### src/rtl/furnace_bank.sv
// Multi-zone furnace controller: per-zone saturating temperature datapath,
// door-open alarm debounce and a 4-state status FSM, all updated on the falling edge.
module furnace_bank #(
   parameter int ZONES     = 4,
   parameter int TW        = 7,
   parameter int T_INIT    = 50,
   parameter int T_MAX     = 120,
   parameter int T_MIN     = 25,
   parameter int HEAT_STEP = 5,
   parameter int COOL_STEP = 2,
   parameter int ALARM_DLY = 3
) (
   input  logic                  clock,
   input  logic                  reset_n,
   input  logic [ZONES-1:0]      door_sig,
   input  logic [ZONES-1:0]      usage,
   input  logic [ZONES*TW-1:0]   setpoint,
   output logic [ZONES*TW-1:0]   furnace_temp,
   output logic [ZONES-1:0]      alarm,
   output logic [2*ZONES-1:0]    zone_state,
   output logic                  alarm_any
);

   localparam int XW = TW + 1;
   typedef logic [XW-1:0] ext_t;

   localparam int   T_RST  = (T_INIT < T_MIN) ? T_MIN : ((T_INIT > T_MAX) ? T_MAX : T_INIT);
   localparam ext_t T_MIN_X = ext_t'(T_MIN);
   localparam ext_t T_MAX_X = ext_t'(T_MAX);
   localparam ext_t HEAT_X  = ext_t'(HEAT_STEP);
   localparam ext_t COOL_X  = ext_t'(COOL_STEP);
   localparam ext_t RST_X   = ext_t'(T_RST);
   localparam logic [7:0] DLY = 8'(ALARM_DLY);

   typedef enum logic [1:0] {
      ST_HEAT  = 2'd0,
      ST_READY = 2'd1,
      ST_DOOR  = 2'd2,
      ST_ALARM = 2'd3
   } zstate_t;

   logic [ZONES-1:0] alarm_nxt_vec;

   for (genvar g = 0; g < ZONES; g++) begin : g_zone
      logic [TW-1:0] temp_q;
      logic [7:0]    cnt_q;
      logic          alarm_q;
      zstate_t       state_q;

      logic          door_open;
      logic          in_use;
      ext_t          sp_raw;
      ext_t          sp_eff;
      ext_t          t_cur;
      ext_t          t_up;
      ext_t          heat_cap;
      ext_t          cool_sp;
      ext_t          cool_min;
      ext_t          t_nxt;
      ext_t          t_sat;
      logic [7:0]    cnt_nxt;
      logic          al_nxt;
      zstate_t       st_nxt;

      assign door_open = door_sig[g];
      assign in_use    = usage[g];
      assign sp_raw    = ext_t'(setpoint[g*TW +: TW]);
      assign sp_eff    = (sp_raw < T_MIN_X) ? T_MIN_X : ((sp_raw > T_MAX_X) ? T_MAX_X : sp_raw);
      assign t_cur     = {1'b0, temp_q};

      // Compare before subtracting so the extended datapath never underflows.
      assign t_up      = t_cur + HEAT_X;
      assign heat_cap  = (t_up > sp_eff) ? sp_eff : t_up;
      assign cool_sp   = (t_cur >= sp_eff + COOL_X) ? (t_cur - COOL_X) : sp_eff;
      assign cool_min  = (t_cur >= T_MIN_X + COOL_X) ? (t_cur - COOL_X) : T_MIN_X;

      always_comb begin
         t_nxt   = t_cur;
         cnt_nxt = 8'd0;
         al_nxt  = 1'b0;
         case ({door_open, in_use})
            2'b00: begin
               if (t_cur < sp_eff) begin
                  t_nxt = heat_cap;
               end else if (t_cur > sp_eff) begin
                  t_nxt = cool_sp;
               end
            end
            2'b01: t_nxt = t_cur;
            2'b10: begin
               t_nxt   = cool_min;
               cnt_nxt = (cnt_q >= DLY) ? DLY : (cnt_q + 8'd1);
               al_nxt  = (cnt_nxt == DLY);
            end
            default: begin
               t_nxt  = cool_min;
               al_nxt = (cool_min == T_MIN_X);
            end
         endcase

         t_sat = (t_nxt < T_MIN_X) ? T_MIN_X : ((t_nxt > T_MAX_X) ? T_MAX_X : t_nxt);

         if (al_nxt) begin
            st_nxt = ST_ALARM;
         end else if (door_open) begin
            st_nxt = ST_DOOR;
         end else if (t_sat == sp_eff) begin
            st_nxt = ST_READY;
         end else begin
            st_nxt = ST_HEAT;
         end
      end

      always_ff @(negedge clock or negedge reset_n) begin
         if (!reset_n) begin
            temp_q  <= RST_X[TW-1:0];
            cnt_q   <= 8'd0;
            alarm_q <= 1'b0;
            state_q <= ST_HEAT;
         end else begin
            temp_q  <= t_sat[TW-1:0];
            cnt_q   <= cnt_nxt;
            alarm_q <= al_nxt;
            state_q <= st_nxt;
         end
      end

      assign furnace_temp[g*TW +: TW] = temp_q;
      assign alarm[g]                 = alarm_q;
      assign zone_state[2*g +: 2]     = state_q;
      assign alarm_nxt_vec[g]         = al_nxt;
   end

   // Registered from the next-values so it lines up with the per-zone alarms.
   always_ff @(negedge clock or negedge reset_n) begin
      if (!reset_n) begin
         alarm_any <= 1'b0;
      end else begin
         alarm_any <= |alarm_nxt_vec;
      end
   end

endmodule

### config.mk
export PLATFORM = sky130hd
export DESIGN_NAME = furnace_bank
export DESIGN_NICKNAME = d
export VERILOG_FILES = /design/src/rtl/furnace_bank.sv
export SDC_FILE = /design/constraint.sdc
export NUM_CORES = 1
export LEC_CHECK = 0
export ABC_AREA = 1
export BUFFER_PORTS_ARGS = -buffer_cell sky130_fd_sc_hd__buf_2
export CORE_MARGIN = 5
export CORE_UTILIZATION = 62
export CTS_CLUSTER_DIAMETER = 50
export DETAILED_ROUTE_END_ITERATION = 8
export PLACE_DENSITY_LB_ADDON = 0.05
export SYNTH_ARGS = -nofsm -noshare
export SYNTH_HDL_FRONTEND = slang
export SYNTH_SLANG_ARGS = --single-unit
### constraint.sdc
create_clock -name clock -period 4.7 [get_ports clock]
set_clock_uncertainty 0.1 [all_clocks]
set_input_delay 1.175 -clock clock [delete_from_list [all_inputs] [get_ports clock]]
set_output_delay 1.175 -clock clock [all_outputs]
set_load 0.03 [all_outputs]
==> impl_metrics.toml, run 1 <==
[outcome]
status = "did not finish"
lastStage = "global routing (5_1_grt)"
first-error = "[ERROR GRT-0116] Global routing finished with congestion. Check the congestion regions in the DRC Viewer."

[synthesis]
ys_seq_area_frac = 0.201
synthArstFlopShare = 1.00
synth-main-ff-cell = "dfrtn_1"
synth_top_cells_by_area = "dfrtn_1 (17%), nand2_1 (13%), ha_1 (13%), inv_1 (9.8%), nand3_1 (8.3%)"
synth_common_cells = "nand2_1 (327), inv_1 (240), nand3_1 (151)"
yosysTopAreaCell = "dfrtn_1"
yosysWarnings = 0
synth-seq-cells = 73
netlist_instances = 1432
synth-edff-count = 0
syn_area_um2 = 9160
synth_top_cell_area_share = 0.167
synth_cell_type_count = 53
yosysMostFrequentCell = "nand2_1"
syn_avg_cell_area_um2 = 6.39

[placed_design]
gp_congestion = 1.04
post-place-ws_ns = -2.56
io_buffers = 78
dp_hpwl_um = 26300

[floorplan]
start_util = 0.630
die_y_um = 132
rows = 44
die_w_um = 132
io_pins = 79

[global_route]
grt_overflow_total = 40
grt_max_degree = 26
grt_pass1_wl_um = 95900
grt_use_total = 0.698
grt_pass1_vias = 16900

[clocking]
clockBufferDepth = 2
h-tree-depth = 3
cts_sinks = 73
cts-root-buf = "clkbuf_16"
numCtsBuffers = 9
timing repair:
| item | 4_1_cts |
|---|---|
| endpoints found under the setup margin | 44 |
| setup buffers | 51 |
| pin swaps | 191 |
| resized for setup | 269 |
| hold buffers | 0 |
| gates cloned | 2 |
routing by layer:
layer	GRT overflow	global-route usage
met1	0	0.701
met3	1	0.503
met5	0	0.0722
met4	14	0.717
met2	25	0.893
through the flow:
stage                     area [um2]  cells  hold slack (ns)
after floorplan                 9700   1455            0.332
after global placement         12500   1995            0.398
after detailed placement       12500   1995            0.411
after CTS                      14200   2068            0.418
cells by family after synthesis:
kind of cell,synth area share
AO/OA/AOI/OAI,0.122
XOR/XNOR,0.0383
adder cells (fa/ha/maj),0.131
buffers and inverters,0.118
flip-flops,0.201
other,0.000410
AND/OR/NAND/NOR,0.389
==> inputs of run 2 (changes only) <==
--- a/config.mk
+++ b/config.mk
@@ -8,10 +8,9 @@
 export ABC_AREA = 1
 export BUFFER_PORTS_ARGS = -buffer_cell sky130_fd_sc_hd__buf_2
 export CORE_MARGIN = 5
-export CORE_UTILIZATION = 62
-export CTS_CLUSTER_DIAMETER = 50
+export CORE_UTILIZATION = 40
 export DETAILED_ROUTE_END_ITERATION = 8
-export PLACE_DENSITY_LB_ADDON = 0.05
+export PLACE_DENSITY_LB_ADDON = 0.15
 export SYNTH_ARGS = -nofsm -noshare
 export SYNTH_HDL_FRONTEND = slang
 export SYNTH_SLANG_ARGS = --single-unit
==> impl_metrics.toml, run 2 <==
[final_layout]
final_common_cell = "buf_4"
largest_register_ffs = 32
final_nets = 2059
most-common-layout-cells = "buf_4 (353), nand2_1 (241), inv_1 (209)"
n_antenna_cell = 0
fin_area_um2 = 15100
final_core_util = 0.667
areaGrowthSynthToFinish_pct = 64.4
drive_gt1_frac = 0.454
reg_top3 = "g_zone.cnt_q (32), g_zone.temp_q (28), g_zone.state_q (8)"
top_register = "g_zone.cnt_q"

[critical_path]
timing.rr.end = "g_zone[3].state_q[0]"
slowest_stage = "ha_1"
worstPathMaxFanout = 8
cp_data_arrival_time_ns = 4.41
worst-path-buf-inv = 3
rr_worst_depth = 24
r2r-start = "g_zone[3].temp_q[1]"
crit_type = "in -> reg"
slowest_delay_ns = 0.32
critPathTopFamily = "simple AND/OR/NAND/NOR gates"
cp-end-kind = "flop"
start_kind = "primary input"
worst_ep_required_time_ns = 2.43
rrSetupSlack_ns = 0.62

[synthesis]
netlist_instances = 1432
synth_top_cell_area_share = 0.167
ys_seq_area_frac = 0.201
synth_cell_type_count = 53
yosysMostFrequentCell = "nand2_1"
yosysTopAreaCell = "dfrtn_1"
synthArstFlopShare = 1.00
syn_area_um2 = 9160
synth-seq-cells = 73
synth-main-ff-cell = "dfrtn_1"
synth-edff-count = 0
yosysWarnings = 0
synth_common_cells = "nand2_1 (327), inv_1 (240), nand3_1 (151)"
synth_top_cells_by_area = "dfrtn_1 (17%), nand2_1 (13%), ha_1 (13%), inv_1 (9.8%), nand3_1 (8.3%)"
syn_avg_cell_area_um2 = 6.39

[clocking]
numCtsBuffers = 9
clk_pin_slew_ns = 0.04
clk-insertion-delay-late_ns = 0.39
cts_tree = "yes"
h-tree-depth = 3
cts_sinks = 73
cts-root-buf = "clkbuf_16"
clockBufferDepth = 2
hold_buffers = 0

[floorplan]
rows = 55
die_y_um = 161
design.die.area_um2 = 26000
core_um2 = 22600
die_w_um = 161
start_util = 0.406
io_pins = 79

[pwr]
vdd_drop_max_v = 0.000446
pwr_density_cell_nw_per_um2 = 714
leakagePower_nw = 8.01

[sta]
setup_slack_ns = -1.97
worst_pin_slew_ns = 0.489
rsz0062_at_grt = "true"
relSlewSlack = 0.671
final_max_slew_viol_count = 0
hold_ws_ns = 0.431
finalSetupViolCount = 40
hold_viol = 0

[detailed_routing]
vias_per_cell = 5.11
drt_pass1_iterations = 5
remaining_drc_errors = 0
num_vias = 11300
antenna_left = 0
wl_per_cell_um = 15.2
first_iter_violations = 892
wl_um = 33700

[placed_design]
gp_congestion = 0.999
dp_hpwl_um = 25600
post-place-ws_ns = -2.45
io_buffers = 78
place_area_um2 = 12700

[worst_hold_path]
holdPathStages = 1
hp-class = "reg -> reg"
min-delay-start = "g_zone[3].cnt_q[0]"
whs_endpoint = "g_zone[3].cnt_q[0]"

[global_route]
grt_pass1_vias = 11100
antenna_found_initial = 0
grt_pass1_wl_um = 53600
grt_overflow_total = 0
grt_use_total = 0.247
grt_max_degree = 27

[outcome]
status = "finished, violations left"
violations = "negative setup slack"

[run]
cap_violations = 0
==> run 2: power breakdown <==
part | leakage [nW] | switching [mW] | total [mW] | internal, mW
clock | 0.202 | 0.302 | 0.726 | 0.423
sequential | 0.848 | 0.123 | 0.947 | 0.824
combinational | 6.96 | 5.22 | 9.07 | 3.85
==> run 2: logic make-up after synthesis <==
kind of cell             Yosys count  synth area share
AO/OA/AOI/OAI                    194             0.122
XOR/XNOR                          40            0.0383
adder cells (fa/ha/maj)           96             0.131
buffers and inverters            272             0.118
flip-flops                        73             0.201
other                              1          0.000410
AND/OR/NAND/NOR                  756             0.389
==> run 2: final cells by class <==
class	count	area, um2
Inverter	247	972
Clock buffer	9	225
Sequential cell	73	1840
Timing Repair Buffer	470	3800
Multi-Input combinational cell	1112	7740
Tap cell	285	357
Fill cell	2030	7520
Clock inverter	19	115
==> run 2: stage by stage <==
stage	TNS [ns]	cells	power [mW]
global route	-56.56	2215	11.7
global placement	-61.89	2108	8.19
finish	-49.55	2215	10.7
floorplan	-45.95	1455	5.58
CTS	-46.45	2186	9.75
detailed placement	-63.39	2108	8.26
==> run 2: metal layers <==
metal / vias to the layer above / share of wire / track usage
met3: 80 / 0.043 / 0.0230
met2: 310 / 0.49 / 0.427
li1: 5645 / - / -
met5: - / 0 / 0
met4: 0 / 0.031 / 0.0849
met1: 5284 / 0.44 / 0.325
==> run 2: timing repair <==
action,in CTS,in global routing
setup endpoints to repair,45,46
buffers inserted,53,34
pin swaps,134,171
gates cloned,3,0
resized for setup,196,195
==> run 2: worst max-delay path by stage <==
stage | start | end | slack (ns) | cells after the start
2_1_floorplan | setpoint[5] | g_zone[0].state_q[0] | -1.87 | 32
3_3_place_gp | setpoint[18] | g_zone[2].state_q[0] | -2.44 | 29
3_5_place_dp | setpoint[17] | g_zone[2].state_q[0] | -2.45 | 29
4_1_cts | setpoint[1] | g_zone[0].state_q[0] | -1.79 | 32
5_1_grt | setpoint[22] | g_zone[3].state_q[0] | -2.23 | 30
6_report | setpoint[22] | g_zone[3].state_q[0] | -1.97 | 32
Power figures use the tool's default switching activity.
==> inputs of run 3 (changes only) <==
==> constraint.sdc (replaced) <==
create_clock -name clock -period 6.6 [get_ports clock]
set_clock_uncertainty 0.1 [all_clocks]
set_input_delay 1.65 -clock clock [delete_from_list [all_inputs] [get_ports clock]]
set_output_delay 1.65 -clock clock [all_outputs]
set_load 0.03 [all_outputs]
==> impl_metrics.toml, run 3 (synthesized netlist as in run 2, its figures left out) <==
[outcome]
status = "finished, violations left"
violations = "negative setup slack"

[final_layout]
largest_register_ffs = 32
final_nets = 2020
fin_cells = 2176
drive_gt1_frac = 0.432
final_common_cell = "buf_4"
top_register = "g_zone.cnt_q"
most-common-layout-cells = "buf_4 (305), nand2_1 (240), inv_1 (205)"
areaGrowthSynthToFinish_pct = 59.0
final_core_util = 0.645
n_antenna_cell = 0
reg_top3 = "g_zone.cnt_q (32), g_zone.temp_q (28), g_zone.state_q (8)"

[clocking]
clk-insertion-delay-late_ns = 0.40
clk_pin_slew_ns = 0.04
cts-root-buf = "clkbuf_16"
hold_buffers = 0
cts_sinks = 73
h-tree-depth = 3
cts_tree = "yes"
clockBufferDepth = 2
numCtsBuffers = 9

[detailed_routing]
remaining_drc_errors = 0
num_vias = 11200
wl_per_cell_um = 15.2
drt_pass1_iterations = 5
first_iter_violations = 720
wl_um = 33100
antenna_left = 0
vias_per_cell = 5.13

[global_route]
grt_overflow_total = 0
grt_max_degree = 30
antenna_found_initial = 0
grt_use_total = 0.239
grt_pass1_vias = 10600
grt_pass1_wl_um = 51700

[sta]
hold_viol = 0
finalSetupViolCount = 32
final_max_slew_viol_count = 0
setup_slack_ns = -1.48
hold_ws_ns = 0.368
rsz0062_at_grt = "true"
worst_pin_slew_ns = 0.515
relSlewSlack = 0.653

[worst_hold_path]
hp-class = "reg -> reg"

[critical_path]
worstPathMaxFanout = 5
start_kind = "primary input"
slowest_delay_ns = 0.32
cp-end-kind = "flop"
slowest_stage = "ha_1"
crit_type = "in -> reg"
worst_ep_required_time_ns = 3.38
cp_data_arrival_time_ns = 4.87

[run]
cap_violations = 0

[pwr]
vdd_drop_max_v = 0.000335
leakagePower_nw = 7.76
pwr_density_cell_nw_per_um2 = 514

[floorplan]
io_pins = 79
rows = 55
design.die.area_um2 = 26000
start_util = 0.406
core_um2 = 22600
die_w_um = 161
die_y_um = 161

[placed_design]
dp_cells = 2088
io_buffers = 78
gp_congestion = 0.999
post-place-ws_ns = -1.89
dp_hpwl_um = 25100
==> run 3: per-stage QoR <==
step                      power [mW]  TNS, ns  instance area, um2
after floorplan                 3.97   -30.75                9700
after global placement          5.76   -45.54               12500
after detailed placement        5.83   -46.93               12500
after CTS                       6.75   -30.64               13700
after global routing            8.10   -39.29               14600
final                           7.48   -34.31               14600
==> run 3: repair_timing <==
item | in CTS | in global routing
setup buffers | 33 | 44
gates cloned | 2 | 1
resized for setup | 162 | 178
endpoints found under the hold margin | 0 | 0
pin swaps | 121 | 160
endpoints found under the setup margin | 32 | 32
==> run 3: metal layers <==
| layer | wire length, um | share of wire | vias up | GRT usage |
|---|---|---|---|---|
| li1 | - | - | 5571 | - |
| met1 | 14200 | 0.43 | 5112 | 0.315 |
| met2 | 16100 | 0.49 | 408 | 0.415 |
| met3 | 1820 | 0.055 | 80 | 0.0225 |
| met4 | 1030 | 0.031 | 0 | 0.0748 |
| met5 | 0 | 0 | - | 0 |
==> run 3: final timing paths <==
path / cells past startpoint / start / slack [ns] / end
max in group asynchronous: 2 / reset_n / 1.40 / g_zone[2].temp_q[4]
min in group asynchronous: 1 / reset_n / 4.34 / g_zone[3].alarm_q
worst min register to register: 3 / g_zone[3].cnt_q[0] / 0.37 / g_zone[3].alarm_q
worst max-delay path: 30 / setpoint[22] / -1.48 / g_zone[3].state_q[0]
worst min-delay path: 3 / g_zone[3].cnt_q[0] / 0.37 / g_zone[3].alarm_q
worst max register to register: 26 / g_zone[3].temp_q[1] / 2.66 / g_zone[3].state_q[0]
==> run 3: worst max-delay path, delay by kind of cell <==
family                   cells  cell delay, ns
adder cells (fa/ha/maj)      1            0.32
buffers and inverters        6            0.72
AND/OR/NAND/NOR             21            2.00
AO/OA/AOI/OAI                2            0.17
==> run 3: layout make-up <==
cell class	count	area [um2]
fill	1977	8020
tap	285	357
timing repair buffer	430	3430
clock buffer	12	268
inverter	247	965
multi-input combinational	1113	7600
sequential	73	1840
clock inverter	16	95.1
==> run 3: power breakdown <==
group | leakage [nW] | switching, mW | total [mW] | internal [mW]
Combinational | 6.69 | 3.56 | 6.18 | 2.62
Sequential | 0.848 | 0.158 | 0.747 | 0.589
Clock | 0.223 | 0.208 | 0.545 | 0.337
Total | 7.76 | 3.93 | 7.48 | 3.55
==> inputs of run 4 (changes only) <==
--- a/config.mk
+++ b/config.mk
@@ -6,7 +6,7 @@
 export NUM_CORES = 1
 export LEC_CHECK = 0
 export ABC_AREA = 1
-export BUFFER_PORTS_ARGS = -buffer_cell sky130_fd_sc_hd__buf_2
+export BUFFER_PORTS_ARGS = -buffer_cell sky130_fd_sc_hd__buf_4
 export CORE_MARGIN = 5
 export CORE_UTILIZATION = 40
 export DETAILED_ROUTE_END_ITERATION = 8
==> impl_metrics.toml, run 4 (synthesized netlist as in run 2, its figures left out) <==
[final_layout]
final_common_cell = "buf_4"
n_antenna_cell = 0
fillers = 1986
reg_top3 = "g_zone.cnt_q (32), g_zone.temp_q (28), g_zone.state_q (8)"
most-common-layout-cells = "buf_4 (362), nand2_1 (248), inv_1 (206)"
final_nets = 2021
largest_register_ffs = 32
areaGrowthSynthToFinish_pct = 60.7
top_register = "g_zone.cnt_q"
fin_area_um2 = 14700
drive_gt1_frac = 0.432

[pwr]
pwr_density_cell_nw_per_um2 = 503
total_power_mw = 7.41
vdd_drop_max_v = 0.000275
leakagePower_nw = 7.85

[critical_path]
cp-end-kind = "flop"
crit_type = "in -> reg"
slowest_delay_ns = 0.32
cp_data_arrival_time_ns = 4.84
slowest_stage = "ha_1"
start_kind = "primary input"
worst_ep_required_time_ns = 3.38
worstPathMaxFanout = 7
critPathTopFamily = "simple AND/OR/NAND/NOR gates"
crit_top_cell = "nand2_4"
worst-path-buf-inv = 3

[detailed_routing]
num_vias = 11200
antenna_left = 0
first_iter_violations = 877
remaining_drc_errors = 0
wl_per_cell_um = 15.1
wl_um = 33000
drt_pass1_iterations = 7
vias_per_cell = 5.14

[global_route]
grt_max_degree = 34
grt_overflow_total = 0
antenna_found_initial = 0
grt_pass1_wl_um = 51600
grt_pass1_vias = 10500
grt_use_total = 0.239

[placed_design]
post-place-ws_ns = -1.80
io_buffers = 78
place_area_um2 = 12600
dp_hpwl_um = 24900
gp_congestion = 0.975

[floorplan]
die_w_um = 161
die_y_um = 161
core_um2 = 22600
start_util = 0.406
design.die.area_um2 = 26000
rows = 55
io_pins = 79

[clocking]
clk_pin_slew_ns = 0.05
h-tree-depth = 3
numCtsBuffers = 9
cts-root-buf = "clkbuf_16"
clockBufferDepth = 2
cts_tree = "yes"
clk-insertion-delay-late_ns = 0.40
cts_sinks = 73

[run]
cap_violations = 0

[sta]
worst_pin_slew_ns = 0.613
rsz0062_at_grt = "true"
relSlewSlack = 0.587
final_max_slew_viol_count = 0
finalSetupViolCount = 32
setup_slack_ns = -1.46
hold_viol = 0

[outcome]
status = "finished, violations left"
violations = "negative setup slack"

[worst_hold_path]
hp-class = "reg -> reg"
==> run 4: cell types whose count changed in the layout (fill, tap and decap cells not counted), moves of 4 or more <==
cell,delta
inv_4,+4
nand2_1,+8
nand2_2,-18
nand3_2,+8
buf_4,+57
nand2_4,+13
buf_6,-6
a21oi_1,-5
buf_2,-52
nor2_2,-4
nand3_1,-6
==> run 4: power breakdown <==
group / switching [mW] / internal [mW] / leakage [nW] / total [mW]
logic: 3.58 / 2.58 / 6.79 / 6.16
clock network: 0.230 / 0.274 / 0.204 / 0.504
registers: 0.154 / 0.589 / 0.848 / 0.742
==> run 4: worst reg2reg max path, delay by kind of cell (launching register included) <==
family / cells / cell delay (ns)
flip-flops: 1 / 0.57
buffers and inverters: 4 / 0.52
adder cells (fa/ha/maj): 2 / 0.50
XOR/XNOR: 1 / 0.19
AND/OR/NAND/NOR: 14 / 1.38
AO/OA/AOI/OAI: 3 / 0.54
==> run 4: per-layer routing <==
layer,wire (um),part of all wire,GRT usage
met2,16100,0.49,0.419
met3,1790,0.054,0.0291
met5,0,0,0
met4,869,0.026,0.0659
met1,14200,0.43,0.312
==> run 4: final timing paths <==
check                                     from                    to  slack [ns]  cells past startpoint
setup / recovery                   setpoint[1]  g_zone[0].state_q[0]       -1.46                     30
hold reg to reg             g_zone[3].cnt_q[0]     g_zone[3].alarm_q        0.38                      3
setup reg to reg           g_zone[1].temp_q[1]  g_zone[1].state_q[0]        2.60                     24
min in group asynchronous              reset_n  g_zone[1].state_q[1]        4.33                      1
hold / removal              g_zone[3].cnt_q[0]     g_zone[3].alarm_q        0.38                      3
max in group asynchronous              reset_n   g_zone[3].temp_q[4]        1.40                      2
==> run 4: repair_timing <==
| item | CTS | global route |
|---|---|---|
| pin swaps | 141 | 149 |
| cloned | 3 | 0 |
| setup endpoints to repair | 32 | 32 |
| setup buffers | 52 | 29 |
| gates resized for setup | 185 | 144 |
| hold buffers | 0 | 0 |
==> run 4: cell type report <==
| type | instances | area, um2 | share of cell area |
|---|---|---|---|
| Multi-Input combinational cell | 1113 | 7650 | 0.520 |
| Timing Repair Buffer | 431 | 3560 | 0.242 |
| Sequential cell | 73 | 1840 | 0.125 |
| Inverter | 247 | 967 | 0.0657 |
| Tap cell | 285 | 357 | 0.0242 |
| Clock buffer | 9 | 225 | 0.0153 |
| Clock inverter | 19 | 110 | 0.00748 |
==> run 4: metrics by stage <==
stage / hold WS (ns) / util / TNS (ns) / instances
after floorplan: 0.332 / - / -30.75 / 1455
after global placement: 0.373 / 0.560 / -44.72 / 2082
after global routing: 0.432 / 0.652 / -38.58 / 2177
final: 0.378 / 0.652 / -33.97 / 2177
after detailed placement: 0.387 / 0.560 / -45.44 / 2082
after CTS: 0.389 / 0.621 / -30.35 / 2156
